===== src/rtl/i2c_pkg.sv =====
`default_nettype none
// ==================================================================
// i2c_pkg : command codes, FSM states and per-phase line drive table
// Rev 1.0
// ==================================================================
package i2c_pkg;

  localparam logic [1:0] CMD_START = 2'b00;
  localparam logic [1:0] CMD_STOP  = 2'b01;
  localparam logic [1:0] CMD_WRITE = 2'b10;
  localparam logic [1:0] CMD_READ  = 2'b11;

  typedef enum logic [4:0] {
    IDLE,
    START_A, START_B, START_C, START_D,
    STOP_A,  STOP_B,  STOP_C,  STOP_D,
    WR_A,    WR_B,    WR_C,    WR_D,
    RD_A,    RD_B,    RD_C,    RD_D
  } state_t;

  typedef enum logic [1:0] {
    PH_A, PH_B, PH_C, PH_D
  } phase_t;

  function automatic phase_t phase_of(state_t s);
    phase_t p;
    p = PH_A;
    case (s)
      START_B, STOP_B, WR_B, RD_B: p = PH_B;
      START_C, STOP_C, WR_C, RD_C: p = PH_C;
      START_D, STOP_D, WR_D, RD_D: p = PH_D;
      default:                     p = PH_A;
    endcase
    return p;
  endfunction

  function automatic state_t first_state(logic [1:0] cmd);
    state_t s;
    case (cmd)
      CMD_START: s = START_A;
      CMD_STOP:  s = STOP_A;
      CMD_WRITE: s = WR_A;
      default:   s = RD_A;
    endcase
    return s;
  endfunction

  function automatic state_t next_state(state_t s);
    state_t n;
    case (s)
      START_A: n = START_B;
      START_B: n = START_C;
      START_C: n = START_D;
      STOP_A:  n = STOP_B;
      STOP_B:  n = STOP_C;
      STOP_C:  n = STOP_D;
      WR_A:    n = WR_B;
      WR_B:    n = WR_C;
      WR_C:    n = WR_D;
      RD_A:    n = RD_B;
      RD_B:    n = RD_C;
      RD_C:    n = RD_D;
      default: n = IDLE;
    endcase
    return n;
  endfunction

  // Returns {scl, sda}; START_A keeps SCL where it was so a repeated START
  // releases SCL only in phase B.
  function automatic logic [1:0] phase_drive(state_t s, logic din, logic cur_scl);
    logic [1:0] d;
    case (s)
      START_A:        d = {cur_scl, 1'b1};
      START_B:        d = 2'b11;
      START_C:        d = 2'b10;
      START_D:        d = 2'b00;
      STOP_A:         d = 2'b00;
      STOP_B:         d = 2'b10;
      STOP_C, STOP_D: d = 2'b11;
      WR_A, WR_D:     d = {1'b0, din};
      WR_B, WR_C:     d = {1'b1, din};
      RD_A, RD_D:     d = 2'b01;
      RD_B, RD_C:     d = 2'b11;
      default:        d = 2'b11;
    endcase
    return d;
  endfunction

endpackage
`default_nettype wire


===== src/rtl/i2c_bit_gen_if.sv =====
`default_nettype none
// ==================================================================
// i2c_bit_gen_if : command handshake between byte controller and bit engine
// Rev 1.0
// ==================================================================
interface i2c_bit_gen_if;

  logic       cmd_valid;
  logic       cmd_ready;
  logic [1:0] cmd;
  logic       din;
  logic       dout;
  logic       done;
  logic       arb_lost;
  logic       bus_owner;

  modport master (
    output cmd_valid, cmd, din,
    input  cmd_ready, dout, done, arb_lost, bus_owner
  );

  modport slave (
    input  cmd_valid, cmd, din,
    output cmd_ready, dout, done, arb_lost, bus_owner
  );

endinterface
`default_nettype wire


===== src/rtl/i2c_phase_timer.sv =====
`default_nettype none
// ==================================================================
// i2c_phase_timer : loadable quarter-bit down-counter with stretch hold
// Rev 1.0
// ==================================================================
module i2c_phase_timer #(
  parameter int DIV_W = 16
) (
  input  wire logic             clk,
  input  wire logic             rst,
  input  wire logic             i_load,
  input  wire logic [DIV_W-1:0] i_load_val,
  input  wire logic             i_hold,
  output logic                  o_zero
);

  logic [DIV_W-1:0] r_cnt;

  always_ff @(posedge clk or posedge rst) begin
    if (rst) begin
      r_cnt <= '0;
    end else if (i_load) begin
      r_cnt <= i_load_val;
    end else if (!i_hold && (r_cnt != '0)) begin
      r_cnt <= r_cnt - DIV_W'(1);
    end
  end

  assign o_zero = (r_cnt == '0);

endmodule
`default_nettype wire


===== src/rtl/i2c_bit_gen.sv =====
`default_nettype none
// ==================================================================
// i2c_bit_gen : bit-level I2C initiator (START/STOP/WRITE/READ sequences)
// Rev 1.0
// ==================================================================
module i2c_bit_gen
  import i2c_pkg::*;
#(
  parameter int DIV_W = 16
) (
  input  wire logic             clk,
  input  wire logic             rst,
  input  wire logic [DIV_W-1:0] clk_div,
  i2c_bit_gen_if.slave          cmd_if,
  input  wire logic             scl_i,
  input  wire logic             sda_i,
  input  wire logic             sto_det,
  output logic                  scl_o,
  output logic                  sda_o
);

  state_t r_state;
  logic   r_din;
  logic   r_scl_o;
  logic   r_sda_o;
  logic   r_done;
  logic   r_arb_lost;
  logic   r_dout;
  logic   r_bus_owner;

  logic   w_busy;
  logic   w_hold;
  logic   w_zero;
  logic   w_phase_end;
  logic   w_load;
  logic   w_is_stop;
  logic   w_arb_window;
  logic   w_arb;
  logic   w_idle_sto;
  phase_t w_phase;
  state_t w_first;
  state_t w_next;

  assign w_busy      = (r_state != IDLE);
  assign w_phase     = phase_of(r_state);
  assign w_first     = first_state(cmd_if.cmd);
  assign w_next      = next_state(r_state);
  // Another device holding SCL low while we release it freezes the phase.
  assign w_hold      = r_scl_o & ~scl_i;
  assign w_phase_end = w_busy & w_zero & ~w_hold;
  assign w_load      = (~w_busy & cmd_if.cmd_valid) | (w_phase_end & (w_phase != PH_D));

  assign w_is_stop    = (r_state == STOP_A) | (r_state == STOP_B) |
                        (r_state == STOP_C) | (r_state == STOP_D);
  assign w_arb_window = (r_state == START_B) | (r_state == STOP_C) |
                        (r_state == STOP_D)  | ((r_state == WR_C) & r_din);
  assign w_arb        = w_busy &
                        ((w_arb_window & r_sda_o & scl_i & ~sda_i) |
                         (sto_det & r_bus_owner & ~w_is_stop));
  // A foreign STOP while idle still costs us the bus; no command is aborted.
  assign w_idle_sto   = ~w_busy & sto_det & r_bus_owner;

  i2c_phase_timer #(
    .DIV_W (DIV_W)
  ) u_timer (
    .clk        (clk),
    .rst        (rst),
    .i_load     (w_load),
    .i_load_val (clk_div),
    .i_hold     (w_hold),
    .o_zero     (w_zero)
  );

  always_ff @(posedge clk or posedge rst) begin
    if (rst) begin
      r_state     <= IDLE;
      r_din       <= 1'b0;
      r_scl_o     <= 1'b1;
      r_sda_o     <= 1'b1;
      r_done      <= 1'b0;
      r_arb_lost  <= 1'b0;
      r_dout      <= 1'b0;
      r_bus_owner <= 1'b0;
    end else begin
      r_done     <= 1'b0;
      r_arb_lost <= 1'b0;
      if (!w_busy) begin
        if (w_idle_sto) begin
          r_arb_lost  <= 1'b1;
          r_bus_owner <= 1'b0;
        end
        if (cmd_if.cmd_valid) begin
          r_state            <= w_first;
          r_din              <= cmd_if.din;
          {r_scl_o, r_sda_o} <= phase_drive(w_first, cmd_if.din, r_scl_o);
        end
      end else if (w_arb) begin
        r_state     <= IDLE;
        r_scl_o     <= 1'b1;
        r_sda_o     <= 1'b1;
        r_arb_lost  <= 1'b1;
        r_bus_owner <= 1'b0;
      end else if (w_phase_end) begin
        if (r_state == RD_C) begin
          r_dout <= sda_i;
        end
        if (w_phase == PH_D) begin
          r_state <= IDLE;
          r_done  <= 1'b1;
          if (r_state == START_D) begin
            r_bus_owner <= 1'b1;
          end
          if (r_state == STOP_D) begin
            r_bus_owner <= 1'b0;
          end
        end else begin
          r_state            <= w_next;
          {r_scl_o, r_sda_o} <= phase_drive(w_next, r_din, r_scl_o);
        end
      end
    end
  end

  assign scl_o            = r_scl_o;
  assign sda_o            = r_sda_o;
  assign cmd_if.cmd_ready = ~w_busy;
  assign cmd_if.dout      = r_dout;
  assign cmd_if.done      = r_done;
  assign cmd_if.arb_lost  = r_arb_lost;
  assign cmd_if.bus_owner = r_bus_owner;

endmodule
`default_nettype wire


===== src/flat_wrapper.sv =====
// flat-port wrapper written by rule: the top's interface ports become plain ports
module i2c_bit_gen_flat import i2c_pkg::*;
#(
  parameter int DIV_W = 16
)
  (clk, rst, clk_div, scl_i, sda_i, sto_det, scl_o, sda_o, cmd_if_cmd_valid, cmd_if_cmd, cmd_if_din, cmd_if_cmd_ready, cmd_if_dout, cmd_if_done, cmd_if_arb_lost, cmd_if_bus_owner);
  i2c_bit_gen_if cmd_if_i ();
  input  wire logic clk;
  input  wire logic rst;
  input  wire logic [DIV_W-1:0] clk_div;
  input  wire logic scl_i;
  input  wire logic sda_i;
  input  wire logic sto_det;
  output logic scl_o;
  output logic sda_o;
  input wire logic [$bits(cmd_if_i.cmd_valid)-1:0] cmd_if_cmd_valid;
  input wire logic [$bits(cmd_if_i.cmd)-1:0] cmd_if_cmd;
  input wire logic [$bits(cmd_if_i.din)-1:0] cmd_if_din;
  output wire logic [$bits(cmd_if_i.cmd_ready)-1:0] cmd_if_cmd_ready;
  output wire logic [$bits(cmd_if_i.dout)-1:0] cmd_if_dout;
  output wire logic [$bits(cmd_if_i.done)-1:0] cmd_if_done;
  output wire logic [$bits(cmd_if_i.arb_lost)-1:0] cmd_if_arb_lost;
  output wire logic [$bits(cmd_if_i.bus_owner)-1:0] cmd_if_bus_owner;
  assign cmd_if_i.cmd_valid = cmd_if_cmd_valid;
  assign cmd_if_i.cmd = cmd_if_cmd;
  assign cmd_if_i.din = cmd_if_din;
  assign cmd_if_cmd_ready = cmd_if_i.cmd_ready;
  assign cmd_if_dout = cmd_if_i.dout;
  assign cmd_if_done = cmd_if_i.done;
  assign cmd_if_arb_lost = cmd_if_i.arb_lost;
  assign cmd_if_bus_owner = cmd_if_i.bus_owner;
  i2c_bit_gen #(.DIV_W(DIV_W)) u_core (.clk(clk), .rst(rst), .clk_div(clk_div), .cmd_if(cmd_if_i), .scl_i(scl_i), .sda_i(sda_i), .sto_det(sto_det), .scl_o(scl_o), .sda_o(sda_o));
endmodule

===== config.mk =====
export PLATFORM = sky130hd
export DESIGN_NAME = i2c_bit_gen_flat
export DESIGN_NICKNAME = d
export VERILOG_FILES = /design/src/rtl/i2c_pkg.sv /design/src/rtl/i2c_bit_gen_if.sv /design/src/rtl/i2c_phase_timer.sv /design/src/rtl/i2c_bit_gen.sv /design/src/flat_wrapper.sv
export SDC_FILE = /design/constraint.sdc
export NUM_CORES = 1
export LEC_CHECK = 0
export ABC_AREA = 1
export BUFFER_PORTS_ARGS = -buffer_cell sky130_fd_sc_hd__buf_2
export CORE_UTILIZATION = 63
export CTS_CLUSTER_DIAMETER = 200
export DETAILED_ROUTE_END_ITERATION = 16
export PLACE_DENSITY = 0.91
export REMOVE_ABC_BUFFERS = 1
export SETUP_SLACK_MARGIN = 0.15
export SLEW_MARGIN = 20
export SYNTH_ARGS = -nofsm -noshare
export SYNTH_HDL_FRONTEND = slang
export SYNTH_HIERARCHICAL = 1
export SYNTH_SLANG_ARGS = --single-unit
export TNS_END_PERCENT = 5

===== constraint.sdc =====
create_clock -name clk -period 6.1 [get_ports clk]
set_input_delay 0.61 -clock clk [delete_from_list [all_inputs] [get_ports clk]]
set_output_delay 0.61 -clock clk [all_outputs]
set_load 0.02 [all_outputs]

# Word-level counts from Yosys, hierarchy flattened
# Memory sizes are Yosys's and may differ from the RTL's.
# Index checks and enable logic that the tools add are counted.
[totals]
latch_bits = 0
rom_bits = 144
mem_count = 2
reg_bits = 28
in_bits = 25
output_inout_bits = 7
mem_bits_rw = 0
wordCells = 140
[memory_table]
columns = ["name", "depth", "width", "rd", "rd_clocked_by_memory_dff", "write_ports", "line", "rtl"]
rows = [
  ["(name not given)", 16, 5, 1, 0, 0, "i2c_pkg.sv:50", "case (s)"],
  ["(name not given)", 32, 2, 1, 0, 0, "i2c_pkg.sv:28", "case (s)"],
]
[classes]
n_bitwise = 28
div = 0
multipliers = 0
n_shift = 0
addsub = 1
magnitude_cmp = 0
eq_ne = 40
reduce_logical = 25
mux = 35
[ops]
columns = ["cell", "n"]
rows = [
  ["5-bit by 4-bit equality test with 1-bit output (second input constant)", 8],
  ["5-bit by 3-bit equality test with 1-bit output (second input constant)", 7],
  ["16-bit 2-to-1 mux", 2],
  ["5-bit 2-to-1 mux", 6],
  ["1-bit 2-to-1 mux", 24],
  ["2-bit case mux with 6 select lines", 2],
  ["4-bit equality test (second input constant)", 5],
  ["2-bit OR reduction", 10],
  ["16-bit zero test", 1],
  ["16-bit nonzero test", 1],
  ["16-bit by 1-bit subtractor with 16-bit output (second input constant)", 1],
  ["1-bit bitwise AND", 14],
  ["4-bit by 3-bit equality test with 1-bit output (second input constant)", 3],
  ["3-bit inequality test (second input constant)", 4],
  ["4-bit case mux with 3 select lines", 1],
  ["5-bit by 2-bit equality test with 1-bit output (second input constant)", 2],
  ["1-bit bitwise OR", 8],
  ["4-bit AND reduction", 2],
  ["1-bit inverter", 6],
  ["2-bit nonzero test", 3],
  ["4-bit by 5-bit equality test with 1-bit output (second input constant)", 1],
  ["5-bit by 1-bit equality test with 1-bit output (second input constant)", 1],
  ["5-bit equality test (second input constant)", 1],
  ["5-bit AND reduction", 1],
  ["other kinds (13)", 15],
]

# Logic depth before layout (Yosys ltp)
[depth]
word_depth = 11
ltp_mapped = 16
ltp_nobuf = 15

# Hierarchy
# The synthesis kept the hierarchy.
[modules_own_cells]
columns = ["module", "seq_area_each_um2", "cells_per_inst", "area_each_um2", "instances"]
rows = [
  ["i2c_phase_timer", 400.4, 199, 1283.7, 1],
  ["i2c_bit_gen", 302.8, 188, 1228.7, 1],
]

# Worst setup path after synthesis
# No wires, ideal clock.
[synth_path]
path_type = "flip-flop to flip-flop"
start = "register u_core.u_timer.r_cnt[0]"
end = "register u_core.u_timer.r_cnt[10]"
n_path_buf = 1
slack_ps = 3455
setup_time_ps = 116
synth_period_minus_slack_ps = 2645
stages_incl_launch_ff = 17
required_ps = 5984
arrival_ps = 2528
cell_sequence = "dfrtp_1 -> inv_1 -> ha_1 -> nand2_2 -> nor3_1 -> nand2_1 -> nor3_1 -> inv_1 -> nor2_1 -> nand2_1 -> o21ai_0 -> inv_2 -> clkbuf_1 -> nand3_1 -> nand2_1 -> nand2_2 -> nand2_1"
[synth_via]
elab_chain_len = 6
elab_cells_between_ends = 11
classes_between = "add/sub: 1; mux: 2; bitwise: 4; reduce/logical: 4"
[synth_lines]
columns = ["element", "line", "rtl"]
rows = [
  ["start, declared", "i2c_phase_timer.sv:17", "logic [DIV_W-1:0] r_cnt;"],
  ["start signal, assigned", "i2c_phase_timer.sv:23", "r_cnt <= i_load_val;"],
  ["start signal, assigned", "i2c_phase_timer.sv:25", "r_cnt <= r_cnt - DIV_W'(1);"],
  ["16-bit zero test *", "i2c_phase_timer.sv:29", "assign o_zero = (r_cnt == '0);"],
  ["named net u_core.w_zero", "i2c_bit_gen.sv:33", "logic w_zero;"],
  ["1-bit bitwise AND * (2 in series)", "i2c_bit_gen.sv:50", "assign w_phase_end = w_busy & w_zero & ~w_hold;"],
  ["1-bit bitwise AND *", "i2c_bit_gen.sv:51", "assign w_load = (~w_busy & cmd_if.cmd_valid) | (w_phase_end & (w_phase != PH_D));"],
  ["1-bit bitwise OR *", "i2c_bit_gen.sv:51", ""],
  ["named net u_core.w_load", "i2c_bit_gen.sv:35", "logic w_load;"],
  ["16-bit 2-to-1 mux / 2-bit nonzero test (equally long branches)", "-", ""],
]
# The timed path passes the listed nets; every way through them passes the cells marked *. The select of a mux whose other input is x is not followed.
# A chain may end at the register's enable or synchronous reset.

# Worst setup path after layout
[layout_path]
start = "register u_core.u_timer.r_cnt[0]"
end = "register u_core.u_timer.r_cnt[3]"
# Same word-level chain as after synthesis.

==> results.py <==
metrics = {
    "run_status": {
        "status": "finished, final reports clean",
    },
    "sta": {
        "hold_slack_ns": 0.337,
        "rsz0062_at_grt": "no",
        "finalCritPeriodShare_pct": 55.2,
        "finalSetupTns_ns": 0,
        "tightestPinTransition_ns": 0.987,
        "worst_slack_ns": 2.73,
        "period_needed_ns": 3.37,
        "final_max_slew_viol_count": 0,
        "max_freq_mhz": 297,
        "slew_headroom_pct": 34.2,
        "hold_violations": 0,
        "skew_ns": 0.0122,
        "setup_violations": 0,
    },
    "critical_path": {
        "start_kind": "register",
        "critPathArrivalTime_ns": 3.58,
        "crit_slowest_cell": "o21ai_2",
        "crit_buf_inv": 3,
        "critPathKind": "reg2reg",
        "crit_path_cell_trace": "inv_1 > ha_1 > nand2_2 > nor3_1 > nand2_1 > nor3_1 > inv_1 > nor2_1 > nand2_1 > o21ai_2 > inv_2 > nand2_4 > nand2_1 > o21ai_2",
        "endpoint_kind": "register",
        "crit_family": "simple AND/OR/NAND/NOR gates",
        "r2r_slack_ns": 2.73,
        "cp_common_cell": "nand2_1",
        "crit_fanout": 22,
        "worstPathRequired_ns": 6.31,
        "max_stage_delay_ns": 0.82,
    },
    "pwr": {
        "p_per_area_nw_per_um2": 503,
        "total_power_w": 0.00136,
        "peakVddDrop_mv": 0.273,
        "power.leakage_nw": 1.48,
    },
    "clock_tree": {
        "ctsHoldBuffers": 0,
        "cts_tree": "yes",
        "root_buffer": "clkbuf_8",
        "clock_path_buffers": 2,
        "cts_made_buffers": 3,
        "post_cts_buffers": 0,
        "htreeDepth": 1,
        "cts_resized": 0,
        "clk_latency_ns": 0.28,
        "clk_pin_slew_ns": 0.10,
        "cts.sinks": 28,
    },
    "cells_and_area": {
        "final_common_cell": "nand2_1",
        "most-common-layout-cells": "nand2_1, nor2_1, nand3_1, inv_1, buf_2",
        "fin_cells": 462,
        "num-nets-final": 446,
        "antenna_cells": 0,
        "area_growth_pct": 7.97,
        "layout-drive-gt1-share_pct": 22.9,
    },
    "detailed_routing": {
        "wire_per_inst_um": 11.9,
        "drtPass1Iterations": 5,
        "dr_wl_met2_um": 2390,
        "drt_wl_total_um": 5490,
        "ant_nets": 0,
        "wl_met3_um": 381,
        "dr.max_layer_used": "met4",
        "drt-initial-drc-count": 142,
        "via_count": 2421,
        "vias_per_cell": 5.24,
        "drc": 0,
        "wl_met1_um": 2710,
    },
    "grt": {
        "grt_first_pass_wirelength_um": 9520,
        "grt-ovfl-total": 0,
        "grt_pass1_vias": 2236,
        "grt_max_degree": 23,
        "grt_use_total_pct": 28.6,
        "antenna_found_initial": 0,
    },
    "synth": {
        "yosysUniqueCellTypes": 36,
        "yosys_warnings": 6,
        "synth_adder_area_share_pct": 2.99,
        "yosys.area_share.simple_pct": 48.0,
        "synth_top_family_by_area": "simple AND/OR/NAND/NOR gates",
        "synth_xor_area_share_pct": 1.05,
        "synthesis.area_um2": 2510,
        "ys_ff_latch": 28,
        "muxShareOfSynthArea_pct": 0.448,
        "syn_inst": 387,
        "seq_area_frac_synth_pct": 28.0,
        "synth-compound-area-share_pct": 8.86,
        "syn_area_per_cell_um2": 6.49,
    },
    "placed_design": {
        "finalWeightedCongestion": 0.892,
        "hpwl_um": 4300,
        "dp.cells": 458,
        "pre_cts_ws_ns": 2.83,
        "portBuffers": 31,
    },
    "floorplanning": {
        "core_area_um2": 3740,
        "start_util_pct": 67.1,
        "ios": 32,
        "row_count": 22,
        "design.die.area_um2": 4240,
        "die_w_um": 65.2,
        "die_h_um": 65.2,
    },
    "flow_run": {
        "max_cap_viol_count": 0,
    },
    "hold_path": {
        "hold_path.class": "in2async",
    },
}
-- per-layer routing --
layer  track usage [%]  vias up
met3              4.34        2
met4              4.62        0
met2              46.1       85
met1              41.2     1060
li1                  -     1274
met5                 0        -
-- area by class of cell --
class / count / area (um^2)
Clock buffer: 4 / 45.0
Fill cell: 333 / 1030
Inverter: 52 / 205
Multi-Input combinational cell: 299 / 1540
Sequential cell: 28 / 703
Tap cell: 48 / 60.1
Timing Repair Buffer: 31 / 155
-- path summary, 6_finish.rpt --
| check | startpoint | to | depth (start not counted) |
|---|---|---|---|
| worst min-delay path | rst | u_core/r_din$_DFFE_PP0P_ | 2 |
| worst max register to register | u_core/u_timer/r_cnt[0]$_DFFE_PP0P_ | u_core/u_timer/r_cnt[3]$_DFFE_PP0P_ | 14 |
| max in group asynchronous | rst | u_core/u_timer/r_cnt[9]$_DFFE_PP0P_ | 2 |
| min in group clk | u_core/scl_o$_DFFE_PP1P_ | u_core/scl_o$_DFFE_PP1P_ | 2 |
| worst min register to register | u_core/scl_o$_DFFE_PP1P_ | u_core/scl_o$_DFFE_PP1P_ | 2 |
| worst max-delay path | u_core/u_timer/r_cnt[0]$_DFFE_PP0P_ | u_core/u_timer/r_cnt[3]$_DFFE_PP0P_ | 14 |
-- power by group --
part,switching [W],internal [W]
sequential,0.0000965,0.000271
clock,0.0000563,0.0000469
combinational,0.000594,0.000299
-- sequential cells by signal, indices dropped and copies added, names as in the netlist --
name,flops
u_core/cmd_if.arb_lost,1
u_core/cmd_if.bus_owner,1
u_core/cmd_if.done,1
u_core/cmd_if.dout,1
u_core/r_din,1
u_core/r_state,5
u_core/scl_o,1
u_core/sda_o,1
u_core/u_timer/r_cnt,16
-- synth_stat cells (all sizes together) --
cell type / count / area, um^2
o21bai: 2 / 26.3
ha: 6 / 75.1
nor2: 55 / 256
dfstp: 2 / 52.6
nand2: 141 / 609
mux2: 1 / 11.3
xor2: 3 / 26.3
inv: 51 / 201
dfrtp: 26 / 651
nand4: 4 / 31.3
nor3: 6 / 40.0
o21a: 1 / 7.51
nand3: 45 / 240
buf: 5 / 52.6
or2: 2 / 12.5
clkbuf: 3 / 11.3
a21oi: 5 / 28.8
o21ai: 26 / 160
nand3b: 2 / 15.0
clkinv: 1 / 3.75
-- through the flow --
stage	utilization (%)	cell area (um^2)
global route	72.5	2710
floorplan	-	2450
CTS	72.5	2710
detailed placement	71.3	2670
global placement	71.3	2670
finish	72.5	2710
-- cells by family after synthesis --
kind of cell               Yosys count
adders and majority gates            6
muxes                                1
AOI/OAI and AO/OA                   34
xor gates and xnor gates             3
and+or+nand+nor                    255
DFF                                 28
buffers and inverters               60
No activity file was read; power rests on OpenSTA's default activity.
